[config.mk]
export PLATFORM = sky130hd
export DESIGN_NAME = craps_dice_datapath
export DESIGN_NICKNAME = d
export VERILOG_FILES = /design/src/rtl/craps_pkg.sv /design/src/rtl/die_counter.sv /design/src/rtl/craps_dice_datapath.sv
export SDC_FILE = /design/constraint.sdc
export NUM_CORES = 1
export LEC_CHECK = 0
export CAP_MARGIN = 20
export CORE_MARGIN = 1
export CORE_UTILIZATION = 45
export CTS_CLUSTER_SIZE = 24
export DETAILED_ROUTE_END_ITERATION = 8
export PLACE_DENSITY = 0.77
export SLEW_MARGIN = 20
export SYNTH_ARGS = -nofsm -noshare
export SYNTH_HDL_FRONTEND = slang
export SYNTH_SLANG_ARGS = --single-unit
[constraint.sdc]
create_clock -name clk_main -period 2.6 [get_ports clk_main]
set_input_delay 0.39 -clock clk_main [delete_from_list [all_inputs] [get_ports clk_main]]
set_output_delay 0.39 -clock clk_main [all_outputs]
set_load 0.02 [all_outputs]
[src/rtl/craps_pkg.sv]
// rtl/craps_pkg.sv - shared widths and dice/sum constants for the craps roll datapath
// Contents: DIE_W, SUM_W, die range limits, outcome sums, outcome decode helpers.
package craps_pkg;

    localparam int DIE_W = 3;
    localparam int SUM_W = 4;

    localparam logic [DIE_W-1:0] DIE_MIN = 3'd1;
    localparam logic [DIE_W-1:0] DIE_MAX = 3'd6;

    localparam logic [SUM_W-1:0] SUM_SEVEN    = 4'd7;
    localparam logic [SUM_W-1:0] SUM_ELEVEN   = 4'd11;
    localparam logic [SUM_W-1:0] SUM_CRAPS_2  = 4'd2;
    localparam logic [SUM_W-1:0] SUM_CRAPS_3  = 4'd3;
    localparam logic [SUM_W-1:0] SUM_CRAPS_12 = 4'd12;

    function automatic logic is_natural(input logic [SUM_W-1:0] s);
        return (s == SUM_SEVEN) || (s == SUM_ELEVEN);
    endfunction

    function automatic logic is_craps(input logic [SUM_W-1:0] s);
        return (s == SUM_CRAPS_2) || (s == SUM_CRAPS_3) || (s == SUM_CRAPS_12);
    endfunction

endpackage

[src/rtl/die_counter.sv]
// rtl/die_counter.sv - mod-6 die counter cycling 1..6 with enable and wrap output
// Ports:
//   clk    in  clock, rising edge
//   rst_n  in  asynchronous active-low reset (value -> 1)
//   en     in  advance the counter this cycle
//   value  out current face 1..6
//   wrap   out combinational: the counter steps 6 -> 1 at the next edge
module die_counter
    import craps_pkg::*;
(
    input  logic             clk,
    input  logic             rst_n,
    input  logic             en,
    output logic [DIE_W-1:0] value,
    output logic             wrap
);

    assign wrap = en && (value == DIE_MAX);

    always_ff @(posedge clk or negedge rst_n) begin
        if (!rst_n) begin
            value <= DIE_MIN;
        end else if (en) begin
            value <= (value == DIE_MAX) ? DIE_MIN : value + 3'd1;
        end
    end

endmodule

[src/rtl/craps_dice_datapath.sv]
// rtl/craps_dice_datapath.sv - free-running dice, captured roll, point register and outcome flags
// Optional feature macro: DICE_LFSR_EN (16-bit Galois LFSR, mask 16'hB400, gates cnt_b stepping)
// Ports:
//   clk_main   in   system clock
//   reset_n    in   asynchronous active-low reset
//   roll       in   capture live dice and evaluate flags
//   sp         in   store registered sum as the point
//   game_clr   in   synchronous clear of point and flags (priority over roll/sp)
//   die1/die2  out  captured dice 1..6
//   sum        out  captured die1+die2
//   point      out  stored point, 0 when none
//   point_vld  out  a point is stored
//   roll_vld   out  pulse: captured values/flags updated this cycle
//   natural, craps, seven_out, eq  out  registered outcome flags
module craps_dice_datapath
    import craps_pkg::*;
#(
    parameter logic [15:0] LFSR_SEED = 16'hACE1
) (
    input  logic             clk_main,
    input  logic             reset_n,
    input  logic             roll,
    input  logic             sp,
    input  logic             game_clr,
    output logic [DIE_W-1:0] die1,
    output logic [DIE_W-1:0] die2,
    output logic [SUM_W-1:0] sum,
    output logic [SUM_W-1:0] point,
    output logic             point_vld,
    output logic             roll_vld,
    output logic             natural,
    output logic             craps,
    output logic             seven_out,
    output logic             eq
);

    logic [DIE_W-1:0] cnt_a;
    logic [DIE_W-1:0] cnt_b;
    logic             a_wrap;
    logic             b_en;
    logic             b_wrap_unused;
    logic [SUM_W-1:0] live_sum;

`ifdef DICE_LFSR_EN
    localparam logic [15:0] LFSR_MASK = 16'hB400;
    // An all-zero LFSR would lock up, so a zero seed is replaced by 1.
    localparam logic [15:0] SEED_EFF  = (LFSR_SEED == 16'h0000) ? 16'h0001 : LFSR_SEED;

    logic [15:0] lfsr;
    logic        a_wrap_unused;

    always_ff @(posedge clk_main or negedge reset_n) begin
        if (!reset_n) begin
            lfsr <= SEED_EFF;
        end else if (lfsr[0]) begin
            lfsr <= (lfsr >> 1) ^ LFSR_MASK;
        end else begin
            lfsr <= lfsr >> 1;
        end
    end

    assign b_en          = lfsr[0];
    assign a_wrap_unused = a_wrap;
`else
    logic [15:0] lfsr_seed_unused;

    assign b_en             = a_wrap;
    assign lfsr_seed_unused = LFSR_SEED;
`endif

    die_counter u_cnt_a (
        .clk   (clk_main),
        .rst_n (reset_n),
        .en    (1'b1),
        .value (cnt_a),
        .wrap  (a_wrap)
    );

    die_counter u_cnt_b (
        .clk   (clk_main),
        .rst_n (reset_n),
        .en    (b_en),
        .value (cnt_b),
        .wrap  (b_wrap_unused)
    );

    assign live_sum = SUM_W'(cnt_a) + SUM_W'(cnt_b);

    // Captured roll. Only reset touches it; game_clr leaves the last dice on display.
    always_ff @(posedge clk_main or negedge reset_n) begin
        if (!reset_n) begin
            die1 <= DIE_MIN;
            die2 <= DIE_MIN;
            sum  <= SUM_CRAPS_2;
        end else if (roll && !game_clr) begin
            die1 <= cnt_a;
            die2 <= cnt_b;
            sum  <= live_sum;
        end
    end

    // Point register. sp samples the registered sum, so a simultaneous roll
    // stores the previous roll's sum, and eq/seven_out below see the old point.
    always_ff @(posedge clk_main or negedge reset_n) begin
        if (!reset_n) begin
            point     <= '0;
            point_vld <= 1'b0;
        end else if (game_clr) begin
            point     <= '0;
            point_vld <= 1'b0;
        end else if (sp) begin
            point     <= sum;
            point_vld <= 1'b1;
        end
    end

    always_ff @(posedge clk_main or negedge reset_n) begin
        if (!reset_n) begin
            roll_vld  <= 1'b0;
            natural   <= 1'b0;
            craps     <= 1'b0;
            seven_out <= 1'b0;
            eq        <= 1'b0;
        end else if (game_clr) begin
            roll_vld  <= 1'b0;
            natural   <= 1'b0;
            craps     <= 1'b0;
            seven_out <= 1'b0;
            eq        <= 1'b0;
        end else begin
            roll_vld <= roll;
            if (roll) begin
                natural   <= is_natural(live_sum);
                craps     <= is_craps(live_sum);
                seven_out <= point_vld && (live_sum == SUM_SEVEN);
                eq        <= point_vld && (live_sum == point);
            end
        end
    end

endmodule

==> results_dict.tcl, run 1 <==
set metrics [dict create \
    status "completed" \
    grt_overflow 0 \
    finalSetupViolations 0 \
    antennaDiodeCount 0 \
    slew_headroom 0.575 \
    hold_buffers 0 \
    vias 806 \
    min_period_ns 1.99 \
    drcViolationCount 0 \
    grt_use_total 0.184 \
    vdd_drop_max_uv 317 \
    io_pins 25 \
    routed_wl_um 2120 \
    hold_viol_final 0 \
    routedWlPerCell_um 13.3 \
    port_buffers 24 \
    ys_types 25 \
    synth_compound_area_frac 0.0947 \
    r2r_slack_ns 0.61 \
    worstPathMaxFanout 6 \
    h-tree-depth 1 \
    area_delta_synth_final_pct 25.4 \
    r2r_cells 7 \
    hold_class "primary input to asynchronous set/reset pin" \
    synth-simple-area-share 0.118 \
    syn_avg_cell_area_um2 11.2 \
    switchingPower_uw 194 \
    rows 18 \
    synth_area_leaders "dfrtp_1 45%, dfstp_2 11%, o21ai_0 5.6%, mux2i_1 4.3%, nand2_1 3.9%" \
    final_cell_mix "24 x clkdlybuf4s50_1, 21 x dfrtp_1, 13 x o21ai_0" \
    fin_crit_sh 0.764 \
    grt_max_degree 27 \
    yosysTopAreaCell "dfrtp_1" \
    rr_endpoint "eq$_DFFE_PN0P_" \
    cp.arrival_ns 2.25 \
    yosys_warnings 0 \
    fin_tns_setup_ns 0 \
    cts-root-buf "clkbuf_4" \
    firstDrtPassIters 4 \
    synthAdderAreaFrac 0.0495 \
    drive_gt1_frac 0.108 \
    antenna_found_initial 0 \
    cts_made_buffers 3 \
    initial_utilization 0.473 \
    fmax_ghz 0.503 \
    clk_pin_slew_ns 0.14 \
    timing.final.max_slew_violations 0 \
    drtIter0Drc 5 \
    avgViaCountPerCell 5.04 \
    leakagePower_nw 0.653 \
    seqPwrFrac 0.601 \
    grt_pass1_vias 785 \
    synth_top_family_by_area "simple AND/OR/NAND/NOR gates" \
    layout_commonest_cell "clkdlybuf4s50_1" \
    die_x_um 52.8 \
    netlist_area_um2 1160 \
    die_area_um2 2790 \
    synthMuxAreaShare 0.0721 \
    rsz0062_at_grt "no" \
    start_kind "flip-flop" \
    clk_path_buf_depth 2 \
    fp.coreArea_um2 2450 \
    power_frac_clock 0.236 \
    skew_ns 0.00513 \
    grt_pass1_wl_um 3570 \
    r2r_start "u_cnt_b.value[0]$_DFFE_PN1P_" \
    criticalPathCategory "flip-flop to flip-flop" \
    ctsResizeCount 0 \
    clk_latency_ns 0.32 \
    finalPower_uw 742 \
    synthCells 104 \
    tritoncts "built" \
    worst_pin_slew_ns 0.637 \
    final_antenna_net_count 0 \
    die-height_um 52.8 \
    synth-xor-area-share 0.0667 \
    max_cap_violations 0 \
    final_nets 140 \
    routabilityCongestion 0.755 \
    cts_sinks 26 \
    internal_power_uw 548 \
    synth_nets 113 \
    synth_seq_cells 26 \
    post_cts_buffers 0 \
    switching_share 0.262 \
    power_frac_comb 0.163 \
    required_ns 2.86 \
    n_fill_cell 209 \
    synth_top_area_frac 0.452 \
    synth_seq_area_share 0.565 \
    dpl.hpwl_um 1580 \
    power_density_nw_per_um2 509 \
    setup.worst_path.end_class "flip-flop" \
]
-- power groups by stage --
stage / clock, mW / sequential (mW) / combinational (mW)
floorplan: 0 / 0.478 / 0.0306
global placement: 0 / 0.453 / 0.120
detailed placement: 0 / 0.453 / 0.122
CTS: 0.180 / 0.446 / 0.122
global route: 0.192 / 0.449 / 0.131
finish: 0.175 / 0.446 / 0.121
-- per-layer routing --
metal / vias to the layer above / global-route usage / wire (um)
li1: 401 / - / -
met1: 381 / 0.223 / 993
met2: 20 / 0.310 / 997
met3: 4 / 0.0319 / 92
met4: 0 / 0.0921 / 40
met5: - / 0 / 0
-- synth_stat cells, drive strengths merged --
master and count:
nor2 10, nand3 3, nand4 2, o31ai 1, dfrtp 21, a21oi 1
xnor2 6, nand2 12, nand2b 2, mux2 3, inv 6, fa 1
a22o 1, clkbuf 1, a21o 1, o21ai 14, ha 3, nor3b 2
dfstp 5, xor2 2, mux2i 5, buf 2
-- area by class of cell --
| class | count | area [um2] | share of cell area |
|---|---|---|---|
| Sequential cell | 26 | 657 | 0.451 |
| Multi-Input combinational cell | 69 | 467 | 0.320 |
| Tap cell | 30 | 37.5 | 0.0258 |
| Clock buffer | 4 | 26.3 | 0.0180 |
| Timing Repair Buffer | 25 | 248 | 0.170 |
| Inverter | 6 | 22.5 | 0.0155 |
-- registers in the layout (all words and copies together), names as in the netlist --
name           cells
die1               3
eq                 1
die2               3
sum                4
u_cnt_b.value      3
point_vld          1
natural            1
point              4
u_cnt_a.value      3
craps              1
seven_out          1
roll_vld           1
-- metrics by stage --
| stage | std cells | setup WS, ns | utilization | area [um2] | hold slack (ns) |
|---|---|---|---|---|---|
| finish | 160 | 0.614 | 0.594 | 1460 | 0.424 |
| detailed placement | 156 | 0.553 | 0.583 | 1430 | 0.474 |
| CTS | 160 | 0.586 | 0.594 | 1460 | 0.431 |
| global placement | 156 | 0.577 | 0.583 | 1430 | 0.458 |
| floorplan | 104 | 0.758 | - | 1160 | 0.0944 |
| global route | 160 | 0.469 | 0.594 | 1460 | 0.448 |
-- kinds of logic after synthesis --
kind of cell	after synthesis
AND/OR/NAND/NOR	31
flip-flops	26
AO/OA/AOI/OAI	18
buffers and inverters	9
XOR/XNOR	8
multiplexers	8
adder cells (fa/ha/maj)	4
-- how the worst max path moves through the flow --
stage                                             from  cells after the start  slack, ns             endpoint
final                     u_cnt_b.value[0]$_DFFE_PN1P_                      7       0.61       eq$_DFFE_PN0P_
after floorplan           u_cnt_b.value[0]$_DFFE_PN1P_                      7       0.76       eq$_DFFE_PN0P_
after CTS                 u_cnt_b.value[0]$_DFFE_PN1P_                      7       0.59       eq$_DFFE_PN0P_
after detailed placement                      game_clr                      3       0.55   sum[0]$_DFFE_PN0P_
after global placement                        game_clr                      3       0.58  die2[2]$_DFFE_PN0P_
after global routing      u_cnt_b.value[0]$_DFFE_PN1P_                      7       0.47       eq$_DFFE_PN0P_
-- critical path, stage by stage, from the launching register on --
cell     delay, ns
dfstp_2       0.61
ha_1          0.18
inv_1         0.05
fa_1          0.43
xnor2_2       0.26
xnor2_1       0.15
nand4_1       0.12
o21ai_1       0.12
(Power assumes the default switching activity.)
==> inputs of run 2 (changes only) <==
==> constraint.sdc (replaced) <==
create_clock -name clk_main -period 2 [get_ports clk_main]
set_input_delay 0.3 -clock clk_main [delete_from_list [all_inputs] [get_ports clk_main]]
set_output_delay 0.3 -clock clk_main [all_outputs]
set_load 0.02 [all_outputs]
==> run 2 against run 1 <==
Worst setup slack got worse by 0.50 ns. Sequential cell count did not move. Wire length rose by 3.7%. Non-clock buffer count rose by 4. Die area did not move. Largest power group unchanged.
==> results_dict.tcl, run 2 (same netlist as run 1, synthesis figures left out) <==
set metrics [dict create \
    finalSetupViolations 0 \
    rsz0062_at_grt "no" \
    hold_buffers 0 \
    power_density_nw_per_um2 643 \
    grt_max_degree 27 \
    n_fill_cell 230 \
    antenna_found_initial 0 \
    rr_endpoint "eq$_DFFE_PN0P_" \
    routabilityCongestion 0.772 \
    fin_tns_setup_ns 0 \
    vias 853 \
    skew_ns 0.00289 \
    avgViaCountPerCell 5.20 \
    hold_class "primary input to asynchronous set/reset pin" \
    grt_use_total 0.189 \
    vdd_drop_max_uv 550 \
    status "completed" \
    grt_pass1_wl_um 3740 \
    tritoncts "built" \
    die-height_um 52.8 \
    routed_wl_um 2200 \
    clk_pin_slew_ns 0.13 \
    grt_overflow 0 \
    layout_commonest_cell "clkdlybuf4s50_1" \
    h-tree-depth 1 \
    criticalPathCategory "flip-flop to flip-flop" \
    required_ns 2.25 \
    final_nets 144 \
    die_x_um 52.8 \
    cts_made_buffers 3 \
    drcViolationCount 0 \
    cts_sinks 26 \
    worst_pin_slew_ns 0.380 \
    die_area_um2 2790 \
    routedWlPerCell_um 13.4 \
    firstDrtPassIters 5 \
    clk_latency_ns 0.31 \
    io_pins 25 \
    r2r_cells 7 \
    holdWs_ns 0.338 \
    slew_headroom 0.747 \
    largestRegisters "point: 4 flops, sum: 4 flops" \
    drtIter0Drc 5 \
    port_buffers 24 \
    initial_utilization 0.473 \
    cp.arrival_ns 2.14 \
    area_delta_synth_final_pct 28.2 \
    final_antenna_net_count 0 \
    setup.worst_path.end_class "flip-flop" \
    cts-root-buf "clkbuf_4" \
    worstPathMaxFanout 4 \
    max_cap_violations 0 \
    grt_pass1_vias 842 \
    dpl.hpwl_um 1660 \
    fp.coreArea_um2 2450 \
    fmax_ghz 0.529 \
    drive_gt1_frac 0.142 \
    fin_crit_sh 0.945 \
    antennaDiodeCount 0 \
    rows 18 \
    r2r_slack_ns 0.11 \
    hold_viol_final 0 \
    timing.final.max_slew_violations 0 \
    min_period_ns 1.89 \
    r2r_start "u_cnt_a.value[0]$_DFF_PN1_" \
    start_kind "flip-flop" \
    clk_path_buf_depth 2 \
    final_cell_mix "24 x clkdlybuf4s50_1, 21 x dfrtp_1, 13 x o21ai_0" \
    leakagePower_nw 0.671 \
]
run 2: changes by cell type in the layout (fill, tap and decap cells not counted):
cell,before,now
buf_4,1,5
fa_1,1,0
fa_2,0,1
run 2: layer usage:
layer  global-route usage  wire [um]
met1                0.227        936
met2                0.342       1140
met3               0.0174         94
met4               0.0789         36
met5                    0          0
run 2: final cells by class:
type	instances	area, um2	area share
Sequential cell	26	657	0.441
Clock buffer	4	26.3	0.0176
Multi-Input combinational cell	69	469	0.315
Timing Repair Buffer	29	278	0.186
Tap cell	30	37.5	0.0252
Inverter	6	22.5	0.0151
run 2: worst max path at each step:
stage	from	end	cells after the start
after detailed placement	u_cnt_a.value[0]$_DFF_PN1_	eq$_DFFE_PN0P_	7
after floorplan	u_cnt_b.value[0]$_DFFE_PN1P_	eq$_DFFE_PN0P_	7
after global routing	u_cnt_a.value[0]$_DFF_PN1_	eq$_DFFE_PN0P_	7
after global placement	u_cnt_a.value[0]$_DFF_PN1_	eq$_DFFE_PN0P_	7
final	u_cnt_a.value[0]$_DFF_PN1_	eq$_DFFE_PN0P_	7
after CTS	u_cnt_b.value[0]$_DFFE_PN1P_	eq$_DFFE_PN0P_	7
run 2: worst max-delay path, cell delays in order (launching register included):
cell	delay, ns
dfstp_2	0.56
ha_1	0.17
inv_1	0.06
fa_2	0.37
xnor2_2	0.28
xnor2_1	0.16
nand4_1	0.11
o21ai_1	0.12
run 2: power breakdown:
group	internal (mW)	total (mW)	switching, mW	leakage [nW]
clock network	0.0779	0.219	0.141	0.0150
logic	0.0780	0.160	0.0822	0.332
registers	0.558	0.578	0.0196	0.324
total	0.714	0.958	0.243	0.671
run 2: metrics by stage:
step / setup WS, ns / util / std cells / power, mW / cell area, um2
finish: 0.111 / 0.607 / 164 / 0.958 / 1490
global route: 0.00301 / 0.607 / 164 / 1.01 / 1490
CTS: 0.0550 / 0.603 / 163 / 0.973 / 1480
detailed placement: 0.100 / 0.592 / 159 / 0.750 / 1450
global placement: 0.127 / 0.592 / 159 / 0.747 / 1450
floorplan: 0.158 / - / 104 / 0.662 / 1160
run 2: repair_timing:
| item | 4_1_cts | 5_1_grt |
|---|---|---|
| resized for setup | 0 | 1 |
| buffers inserted | 0 | 1 |
| endpoints found under the setup margin | 0 | 3 |
